## src/rtl/ex_mem_stage_register_pkg.sv

```systemverilog
// Shared definitions for the EX stage: datapath widths and the op-select
// encoding used by the ID/EX, EX and MEM stages.
package ex_mem_stage_register_pkg;

    localparam int DATA_WIDTH     = 32;
    localparam int REG_ADDR_WIDTH = 5;
    localparam int COUNT_WIDTH    = 8;

    typedef enum logic [2:0] {
        OP_NONE = 3'd0,
        OP_ADDI = 3'd1,
        OP_ADD  = 3'd2,
        OP_SUB  = 3'd3,
        OP_LW   = 3'd4,
        OP_SW   = 3'd5
    } op_sel_e;

    // Priority decode of the one-hot-ish ID/EX controls: addi > add > sub > lw > sw.
    function automatic op_sel_e decode_op(
        input logic addi,
        input logic add,
        input logic sub,
        input logic lw,
        input logic sw
    );
        op_sel_e op;
        if (addi) begin
            op = OP_ADDI;
        end else if (add) begin
            op = OP_ADD;
        end else if (sub) begin
            op = OP_SUB;
        end else if (lw) begin
            op = OP_LW;
        end else if (sw) begin
            op = OP_SW;
        end else begin
            op = OP_NONE;
        end
        return op;
    endfunction

endpackage

```

## src/rtl/ex_mem_stage_register_alu.sv

```systemverilog
// Combinational EX ALU: addi/add/sub results with signed-overflow detection,
// and address generation for lw/sw (which never traps).
module ex_alu_overflow
    import ex_mem_stage_register_pkg::*;
#(
    parameter int WIDTH = 32
) (
    input  op_sel_e          i_op,
    input  logic [WIDTH-1:0] i_rs,
    input  logic [WIDTH-1:0] i_rt,
    input  logic [WIDTH-1:0] i_imm,
    output logic [WIDTH-1:0] o_result,
    output logic             o_overflow
);

    logic [WIDTH-1:0] w_result;
    logic             w_overflow;

    // Select the operation; overflow is judged purely from operand/result sign bits.
    always_comb begin
        w_result   = {WIDTH{1'b0}};
        w_overflow = 1'b0;
        case (i_op)
            OP_ADDI: begin
                w_result   = i_rs + i_imm;
                w_overflow = (i_rs[WIDTH-1] == i_imm[WIDTH-1]) &&
                             (w_result[WIDTH-1] != i_rs[WIDTH-1]);
            end
            OP_ADD: begin
                w_result   = i_rs + i_rt;
                w_overflow = (i_rs[WIDTH-1] == i_rt[WIDTH-1]) &&
                             (w_result[WIDTH-1] != i_rs[WIDTH-1]);
            end
            OP_SUB: begin
                w_result   = i_rs - i_rt;
                w_overflow = (i_rs[WIDTH-1] != i_rt[WIDTH-1]) &&
                             (w_result[WIDTH-1] != i_rs[WIDTH-1]);
            end
            OP_LW, OP_SW: begin
                w_result   = i_rs + i_imm;
                w_overflow = 1'b0;
            end
            default: begin
                w_result   = {WIDTH{1'b0}};
                w_overflow = 1'b0;
            end
        endcase
    end

    assign o_result   = w_result;
    assign o_overflow = w_overflow;

endmodule

```

## src/rtl/ex_mem_stage_register.sv

```systemverilog
// EX stage plus EX/MEM pipeline register: runs the ALU on the ID/EX operands,
// turns signed overflow into a one-cycle trap pulse that suppresses write-back,
// and registers result/control for MEM with flush > stall > load priority.
module ex_mem_stage_register #(
    parameter int DATA_WIDTH     = ex_mem_stage_register_pkg::DATA_WIDTH,
    parameter int REG_ADDR_WIDTH = ex_mem_stage_register_pkg::REG_ADDR_WIDTH,
    parameter int COUNT_WIDTH    = ex_mem_stage_register_pkg::COUNT_WIDTH
) (
    input  logic                      clock,
    input  logic                      reset,
    input  logic                      stall,
    input  logic                      flush,
    input  logic                      in_valid,
    input  logic                      signal_addi,
    input  logic                      signal_add,
    input  logic                      signal_sub,
    input  logic                      signal_lw,
    input  logic                      signal_sw,
    input  logic                      signal_regwrite,
    input  logic [DATA_WIDTH-1:0]     rs_data,
    input  logic [DATA_WIDTH-1:0]     rt_data,
    input  logic [DATA_WIDTH-1:0]     imm_sext,
    input  logic [REG_ADDR_WIDTH-1:0] dest_reg,
    output logic                      out_valid_reg,
    output logic [DATA_WIDTH-1:0]     out_alu_result_reg,
    output logic [DATA_WIDTH-1:0]     out_store_data_reg,
    output logic [REG_ADDR_WIDTH-1:0] out_dest_reg,
    output logic                      out_regwrite_reg,
    output logic                      out_memread_reg,
    output logic                      out_memwrite_reg,
    output logic                      out_overflow_reg,
    output logic [COUNT_WIDTH-1:0]    overflow_count
);

    import ex_mem_stage_register_pkg::*;

    op_sel_e                   w_op;
    logic [DATA_WIDTH-1:0]     w_alu_result;
    logic                      w_alu_overflow;
    logic                      w_trap;
    logic                      w_load;

    logic                      r_valid;
    logic [DATA_WIDTH-1:0]     r_alu_result;
    logic [DATA_WIDTH-1:0]     r_store_data;
    logic [REG_ADDR_WIDTH-1:0] r_dest;
    logic                      r_regwrite;
    logic                      r_memread;
    logic                      r_memwrite;
    logic                      r_overflow;
    logic [COUNT_WIDTH-1:0]    r_overflow_count;

    assign w_op   = decode_op(signal_addi, signal_add, signal_sub, signal_lw, signal_sw);
    // A bubble in ID/EX can never raise a trap, whatever its operands.
    assign w_trap = w_alu_overflow & in_valid;
    assign w_load = ~flush & ~stall;

    ex_alu_overflow #(
        .WIDTH (DATA_WIDTH)
    ) u_alu (
        .i_op       (w_op),
        .i_rs       (rs_data),
        .i_rt       (rt_data),
        .i_imm      (imm_sext),
        .o_result   (w_alu_result),
        .o_overflow (w_alu_overflow)
    );

    // EX/MEM register: reset > flush (kill controls, hold data) > stall (hold, drop trap) > load.
    always_ff @(posedge clock) begin
        if (reset) begin
            r_valid      <= 1'b0;
            r_alu_result <= {DATA_WIDTH{1'b0}};
            r_store_data <= {DATA_WIDTH{1'b0}};
            r_dest       <= {REG_ADDR_WIDTH{1'b0}};
            r_regwrite   <= 1'b0;
            r_memread    <= 1'b0;
            r_memwrite   <= 1'b0;
            r_overflow   <= 1'b0;
        end else if (flush) begin
            r_valid    <= 1'b0;
            r_regwrite <= 1'b0;
            r_memread  <= 1'b0;
            r_memwrite <= 1'b0;
            r_overflow <= 1'b0;
        end else if (stall) begin
            r_overflow <= 1'b0;
        end else begin
            r_valid      <= in_valid;
            r_alu_result <= w_alu_result;
            r_store_data <= rt_data;
            r_dest       <= dest_reg;
            if (w_trap) begin
                r_overflow <= 1'b1;
                r_regwrite <= 1'b0;
                r_memread  <= 1'b0;
                r_memwrite <= 1'b0;
            end else begin
                r_overflow <= 1'b0;
                r_regwrite <= signal_regwrite & in_valid;
                r_memread  <= signal_lw & in_valid;
                r_memwrite <= signal_sw & in_valid;
            end
        end
    end

    // Saturating trap counter: advances only when a trapping instruction is loaded.
    always_ff @(posedge clock) begin
        if (reset) begin
            r_overflow_count <= {COUNT_WIDTH{1'b0}};
        end else if (w_load && w_trap && (r_overflow_count != {COUNT_WIDTH{1'b1}})) begin
            r_overflow_count <= r_overflow_count + {{(COUNT_WIDTH-1){1'b0}}, 1'b1};
        end else begin
            r_overflow_count <= r_overflow_count;
        end
    end

    assign out_valid_reg      = r_valid;
    assign out_alu_result_reg = r_alu_result;
    assign out_store_data_reg = r_store_data;
    assign out_dest_reg       = r_dest;
    assign out_regwrite_reg   = r_regwrite;
    assign out_memread_reg    = r_memread;
    assign out_memwrite_reg   = r_memwrite;
    assign out_overflow_reg   = r_overflow;
    assign overflow_count     = r_overflow_count;

endmodule
```

## config.mk

```make
export PLATFORM = sky130hd
export DESIGN_NAME = ex_mem_stage_register
export DESIGN_NICKNAME = d
export VERILOG_FILES = /design/src/rtl/ex_mem_stage_register_pkg.sv /design/src/rtl/ex_mem_stage_register_alu.sv /design/src/rtl/ex_mem_stage_register.sv
export SDC_FILE = /design/constraint.sdc
export NUM_CORES = 1
export LEC_CHECK = 0
export ABC_CLOCK_PERIOD_IN_PS = 3500
export CAP_MARGIN = 25
export CORE_ASPECT_RATIO = 0.5
export CORE_UTILIZATION = 53
export CTS_BUF_LIST = sky130_fd_sc_hd__clkbuf_8
export DETAILED_ROUTE_END_ITERATION = 12
export GPL_TIMING_DRIVEN = 0
export PLACE_DENSITY = 0.84
export SLEW_MARGIN = 0
export SYNTH_ARGS = -nofsm -noshare
export SYNTH_HDL_FRONTEND = slang
export SYNTH_SLANG_ARGS = --single-unit
```

## constraint.sdc

```tcl
create_clock -name clock -period 3.5 [get_ports clock]
set_clock_uncertainty 0.2 [all_clocks]
set_input_delay 0.35 -clock clock [delete_from_list [all_inputs] [get_ports clock]]
set_output_delay 0.35 -clock clock [all_outputs]
set_load 0.1 [all_outputs]
```

==> results.md, run 1 <==
* Clock tree from TritonCTS: yes
* Hold crit path type: in -> reg
* Syn Nets at 1365
* DPL Wire Length at 26200 um
* Post-synth top flop: dfxtp_1
* Overflow after GRT at 0
* Pre-CTS setup slack at -1.04 ns
* Buf/Inv on CP at 3
* CP Data Required Time at 3.63 ns
* Diode count at 0
* TNS Setup at 0 ns
* Die height at 91.3 um
* VDD IR max at 215 uV
* Starting Density at 54.5%
* Seq cells post-synth at 82
* Design Area, Final at 11900 sq um
* Count of final setup violators at 0
* Avg Cell Area, Syn at 7.31 sq um
* Setup Crit Path Kind: in -> reg
* Synthesized instance count at 1156
* Slowest Stage Delay on Critical Path at 0.58 ns
* Highest-delay cell along the critical path: clkdlybuf4s50_1
* Synthesis warning total at 0
* H-tree depth at 3
* Worst-skew pair later-pin latency at 0.40 ns
* Status: completed
* CTS root buffer: clkbuf_8
* DIE WIDTH at 181 um
* CTS sink cnt at 82
* Final instance count without filler cells at 1589
* Slew at the pin closest to its max-slew limit at 1.04 ns
* Worst setup SP type: input port
* # nets final at 1589
* First-pass GRT wire length at 52400 um
* Worst Path Max Fanout at 7
* Max-cap viol count at 0
* FMAX at 0.287 GHz
* DRT iter0 DRCs at 1203
* Synth Cell Area at 8450 sq um
* Max Buffers Root-to-Sink at 2
* Crit share post-route at 99.7%
* Worst EP arrival at 3.62 ns
* Vias/cell at 6.49
* Seq/Total Area, Yosys at 19.4%
* Worst setup EP type: flip-flop
* Relative slew slack at 30.5%
* Finished Core Util at 76.5%
* Pin count of the biggest net entering global routing at 16
* Cells after DPL at 1553
* Layout cells sized above 1 at 14.1%
* CTS Buf Count at 9
* Final WS setup at 0.0106 ns
* Clk slew on worst S/H paths at 0.10 ns
* PortBufs at 192
* WL per Instance at 22.2 um
* # DRC at 0
* GP Congestion at 0.996
* Core area at 15500 sq um
* Initial antenna violation count at 0
* Static Leakage at 4.85 nW
* First-pass DRT Iterations at 6
* Area grow syn2layout at 40.3%
* Slew Limit Fails at 0
* Family with the most delay on the worst path: compound AO/OA/AOI/OAI gates
* Fin crit period at 3.49 ns
* Placed Area at 10600 sq um
* Synth async-reset ratio at 0%
* # hold bufs at CTS at 0
* WL final at 35300 um
* Vias in the first global route at 9631
* Hold violation total from the final report at 0
* Overall Global Routing Usage at 41.2%
* WHS at 0.0403 ns
* Pwr Density at 329 nW/um^2
* Die area at 16500 sq um
* Post-synth cell types at 87
* Number of I/O pins at 194
* Power after layout at 3.90 mW
* Row count at 32
* Post-synth EDFFs at 0
* Vias at 10300
* Critical-path cell list: clkdlybuf4s50_1 > ha_4 > nand4_1 > nor3_2 > o2111ai_2 > a31oi_4 > a2111oi_4 > buf_4 > a311oi_4 > a221oi_4 > buf_6 > or3_1 > a21oi_1
* Post-route ant nets at 0
## area by class of cell
class | instances | area (sq um)
multi-input cells | 942 | 7010
clock buffers | 9 | 124
fillers | 1178 | 3640
clock inverters | 7 | 77.6
plain buffers | 53 | 304
inverters | 71 | 267
flip-flops and latches | 82 | 1640
well taps | 204 | 255
repair buffers | 221 | 2170
## report_power, final
group | leakage, nW | internal, mW | switching [mW]
clock network | 0.106 | 0.337 | 0.439
logic | 4.08 | 0.750 | 1.36
registers | 0.669 | 0.984 | 0.0294
total | 4.85 | 2.07 | 1.83
## synth_stat cells, types with 8 or more instances
library cell	n	area [sq um]
a221oi_1	13	114
nand3_1	24	120
a22oi_1	19	143
nand2b_1	14	87.6
o31ai_1	14	105
nand2_1	155	582
dfxtp_1	82	1640
xor2_1	14	123
a211oi_1	9	67.6
a221o_1	10	100
nor3_1	23	115
ha_1	94	1180
xnor2_1	25	219
o21bai_1	17	128
mux2i_1	8	80.1
o21ai_0	67	335
a31oi_1	16	100
inv_1	70	263
o22ai_1	18	113
a21o_1	27	203
a21oi_1	139	696
clkbuf_1	43	161
nor2_1	88	330
nor2b_1	15	93.8
## placed cells by master, fill, tap and decap left out, drive strengths merged, types with 15 or more instances in the layout
cell / Yosys / layout
a21o: 29 / 29
a21oi: 140 / 140
a22oi: 19 / 19
a31oi: 17 / 17
buf: 16 / 46
clkbuf: 44 / 45
clkdlybuf4s50: 0 / 163
dfxtp: 82 / 82
dlymetal6s2s: 0 / 20
ha: 94 / 94
inv: 70 / 73
nand2: 155 / 155
nand3: 24 / 24
nor2: 88 / 88
nor2b: 15 / 15
nor3: 24 / 24
o21ai: 68 / 68
o21bai: 17 / 17
o22ai: 18 / 18
o31ai: 17 / 17
xnor2: 25 / 25
## final timing paths
kind                               start                      to  slack, ns  depth (start not counted)
hold reg to reg   out_store_data_reg[16]  out_store_data_reg[16]       0.26                          2
setup / recovery             rs_data[23]       overflow_count[2]       0.01                         13
hold / removal               rt_data[18]  out_store_data_reg[18]       0.04                          3
setup reg to reg       overflow_count[4]       overflow_count[7]       0.98                          6
## tightest hold or removal path, cell delays in order
cell	delay, ns
clkbuf_2	0.11
nand2_1	0.07
a21oi_1	0.06
## logic make-up (layout without fill, tap and decap cells)
group / count (synthesis) / count (layout) / share of synthesized area [%]
AO/OA/AOI/OAI: 426 / 426 / 34.1
XOR/XNOR: 39 / 39 / 4.04
adder cells (fa/ha/maj): 97 / 97 / 14.6
buffers and inverters: 132 / 361 / 6.62
flip-flops: 82 / 82 / 19.4
multiplexers: 11 / 11 / 1.35
AND/OR/NAND/NOR: 369 / 369 / 19.9
## metal layers
metal,track usage [%],wire [um],up-vias
met2,62.5,14700,738
met3,14.3,4800,118
li1,-,-,4661
met4,14.6,1220,2
met1,53.6,14500,4786
met5,3.69,73,-
## what timing repair did
item                                    in CTS  in global routing
pin swaps                                   29                 44
cloned                                       1                  0
gates resized for setup                     90                112
buffers inserted                            12                 15
endpoints found under the setup margin      29                 28
Note: power is estimated with default switching activity, not from simulation.
==> run 2, diff against run 1 <==
--- a/config.mk
+++ b/config.mk
@@ -8,11 +8,10 @@
 export ABC_CLOCK_PERIOD_IN_PS = 3500
 export CAP_MARGIN = 25
 export CORE_ASPECT_RATIO = 0.5
-export CORE_UTILIZATION = 53
+export CORE_UTILIZATION = 25
 export CTS_BUF_LIST = sky130_fd_sc_hd__clkbuf_8
 export DETAILED_ROUTE_END_ITERATION = 12
 export GPL_TIMING_DRIVEN = 0
-export PLACE_DENSITY = 0.84
 export SLEW_MARGIN = 0
 export SYNTH_ARGS = -nofsm -noshare
 export SYNTH_HDL_FRONTEND = slang
==> results.md, run 2 (synthesis gave the netlist of run 1 again) <==
* Row count at 47
* Commonest non-fill, non-tap cells in the layout: 166 x clkdlybuf4s50_1, 154 x nand2_1, 123 x a21oi_1
* Die area at 34600 sq um
* Pre-CTS setup slack at -1.07 ns
* CP Data Required Time at 3.64 ns
* Worst Path Max Fanout at 7
* Vias at 9666
* Count of final setup violators at 0
* DIE WIDTH at 262 um
* DPL Wire Length at 27200 um
* CTS Buf Count at 9
* Number of I/O pins at 194
* Clk slew on worst S/H paths at 0.10 ns
* Vias in the first global route at 9111
* Slew Limit Fails at 0
* Area grow syn2layout at 42.0%
* Worst-skew pair later-pin latency at 0.41 ns
* Starting Density at 25.5%
* Final WS setup at 0.0884 ns
* Pin count of the biggest net entering global routing at 16
* VDD IR max at 168 uV
* GP Congestion at 0.937
* FMAX at 0.293 GHz
* Reg-to-reg critical path endpoint: overflow_count[7]
* Die height at 132 um
* Setup Crit Path Kind: in -> reg
* Relative slew slack at 31.3%
* WL final at 35100 um
* CP endpoint: overflow_count[7]
* PortBufs at 192
* Worst setup SP type: input port
* Critical R2R Launch: overflow_count[0]
* H-tree depth at 3
* Clock tree from TritonCTS: yes
* # hold bufs at CTS at 0
* Status: completed
* Static Leakage at 4.78 nW
* Worst setup EP type: flip-flop
* Layout cells sized above 1 at 13.0%
* First-pass DRT Iterations at 5
* R2R setup slack at 1.08 ns
* CTS sink cnt at 82
* Pwr Density at 314 nW/um^2
* Crit share post-route at 97.5%
* WHS Path Cells at 3
* Hold violation total from the final report at 0
* Overall Global Routing Usage at 19.9%
* Max Buffers Root-to-Sink at 2
* WL per Instance at 19.3 um
* Slew at the pin closest to its max-slew limit at 1.03 ns
* CTS root buffer: clkbuf_8
* DRT iter0 DRCs at 772
* First-pass GRT wire length at 52900 um
* Vias/cell at 5.30
* Worst setup path startpoint: rt_data[14]
* Overflow after GRT at 0
* Core area at 33200 sq um
* Most common cell after layout, fill and taps aside: clkdlybuf4s50_1
* Fin crit period at 3.41 ns
* Worst EP arrival at 3.55 ns
* R2R cell count at 6
* Hold crit path type: in -> reg
* Finished Core Util at 36.2%
* Post-route ant nets at 0
* # DRC at 0
* Initial antenna violation count at 3
* RSZ-0062 raised after global routing: yes
* Max-cap viol count at 0
* # nets final at 1585
-- run 2: cell types whose count changed in the layout (fill, tap and decap cells not counted), moves of 3 or more --
cell	delta
clkdlybuf4s50_1	+3
ha_2	+4
a21oi_2	-3
clkbuf_4	+3
o21ai_1	-4
diode_2	+3
o21ai_0	+5
ha_4	-3
-- run 2: area by class of cell --
| cell class | count | area, sq um |
|---|---|---|
| fill | 3530 | 21200 |
| multi-input combinational | 942 | 6900 |
| timing repair buffer | 218 | 2160 |
| sequential | 82 | 1640 |
| tap | 441 | 552 |
| buffer | 52 | 288 |
| inverter | 71 | 270 |
| clock buffer | 10 | 138 |
| clock inverter | 6 | 47.5 |
| antenna | 3 | 7.51 |
-- run 2: through the flow --
| step | power [mW] | setup TNS [ns] | hold WS (ns) | instance area, sq um | instances |
|---|---|---|---|---|---|
| floorplan | 2.28 | 0 | 0.229 | 8450 | 1156 |
| global placement | 2.85 | -26.09 | 0.242 | 10900 | 1789 |
| detailed placement | 2.85 | -25.50 | 0.247 | 10900 | 1790 |
| CTS | 3.65 | -0.0232 | 0.171 | 11500 | 1814 |
| global route | 3.96 | -0.110 | 0.0701 | 12000 | 1822 |
| finish | 3.76 | 0 | 0.0283 | 12000 | 1825 |
-- run 2: timing repair --
action | CTS | global route
setup endpoints to repair | 30 | 26
gates cloned | 1 | 0
buffers inserted | 9 | 15
gates resized for setup | 65 | 110
pin swaps | 19 | 29
hold endpoints to repair | 0 | 0
-- run 2: layer usage --
layer	GRT usage, %	up-vias	part of all wire [%]
met5	0	-	0
met4	6.74	0	3.0
met3	4.27	58	7.3
met2	32.1	324	46
met1	26.1	4620	44
li1	-	4664	-
-- run 2: power by group --
group,internal (mW),leakage [nW],switching (mW)
clock network,0.284,0.0933,0.433
registers,0.984,0.669,0.0288
logic,0.737,4.02,1.30
total,2.00,4.78,1.76
-- run 2: worst min-delay path by stage --
stage | to | slack, ns | from
after floorplan | out_valid_reg | 0.23 | flush
after global placement | out_alu_result_reg[11] | 0.24 | out_alu_result_reg[11]
after detailed placement | out_alu_result_reg[22] | 0.25 | out_alu_result_reg[22]
after CTS | out_store_data_reg[8] | 0.17 | rt_data[8]
after global routing | out_store_data_reg[16] | 0.07 | rt_data[16]
final | out_store_data_reg[1] | 0.03 | rt_data[1]
-- run 2: critical path, stage by stage --
cell and delay, ns:
clkdlybuf4s50_1 0.52, inv_1 0.06, ha_1 0.31, a21o_1 0.25
nor3_4 0.27, a31oi_4 0.12, a2111oi_4 0.42, a21oi_2 0.13
a311oi_4 0.35, a221oi_4 0.11, or4_1 0.52, a21oi_1 0.14
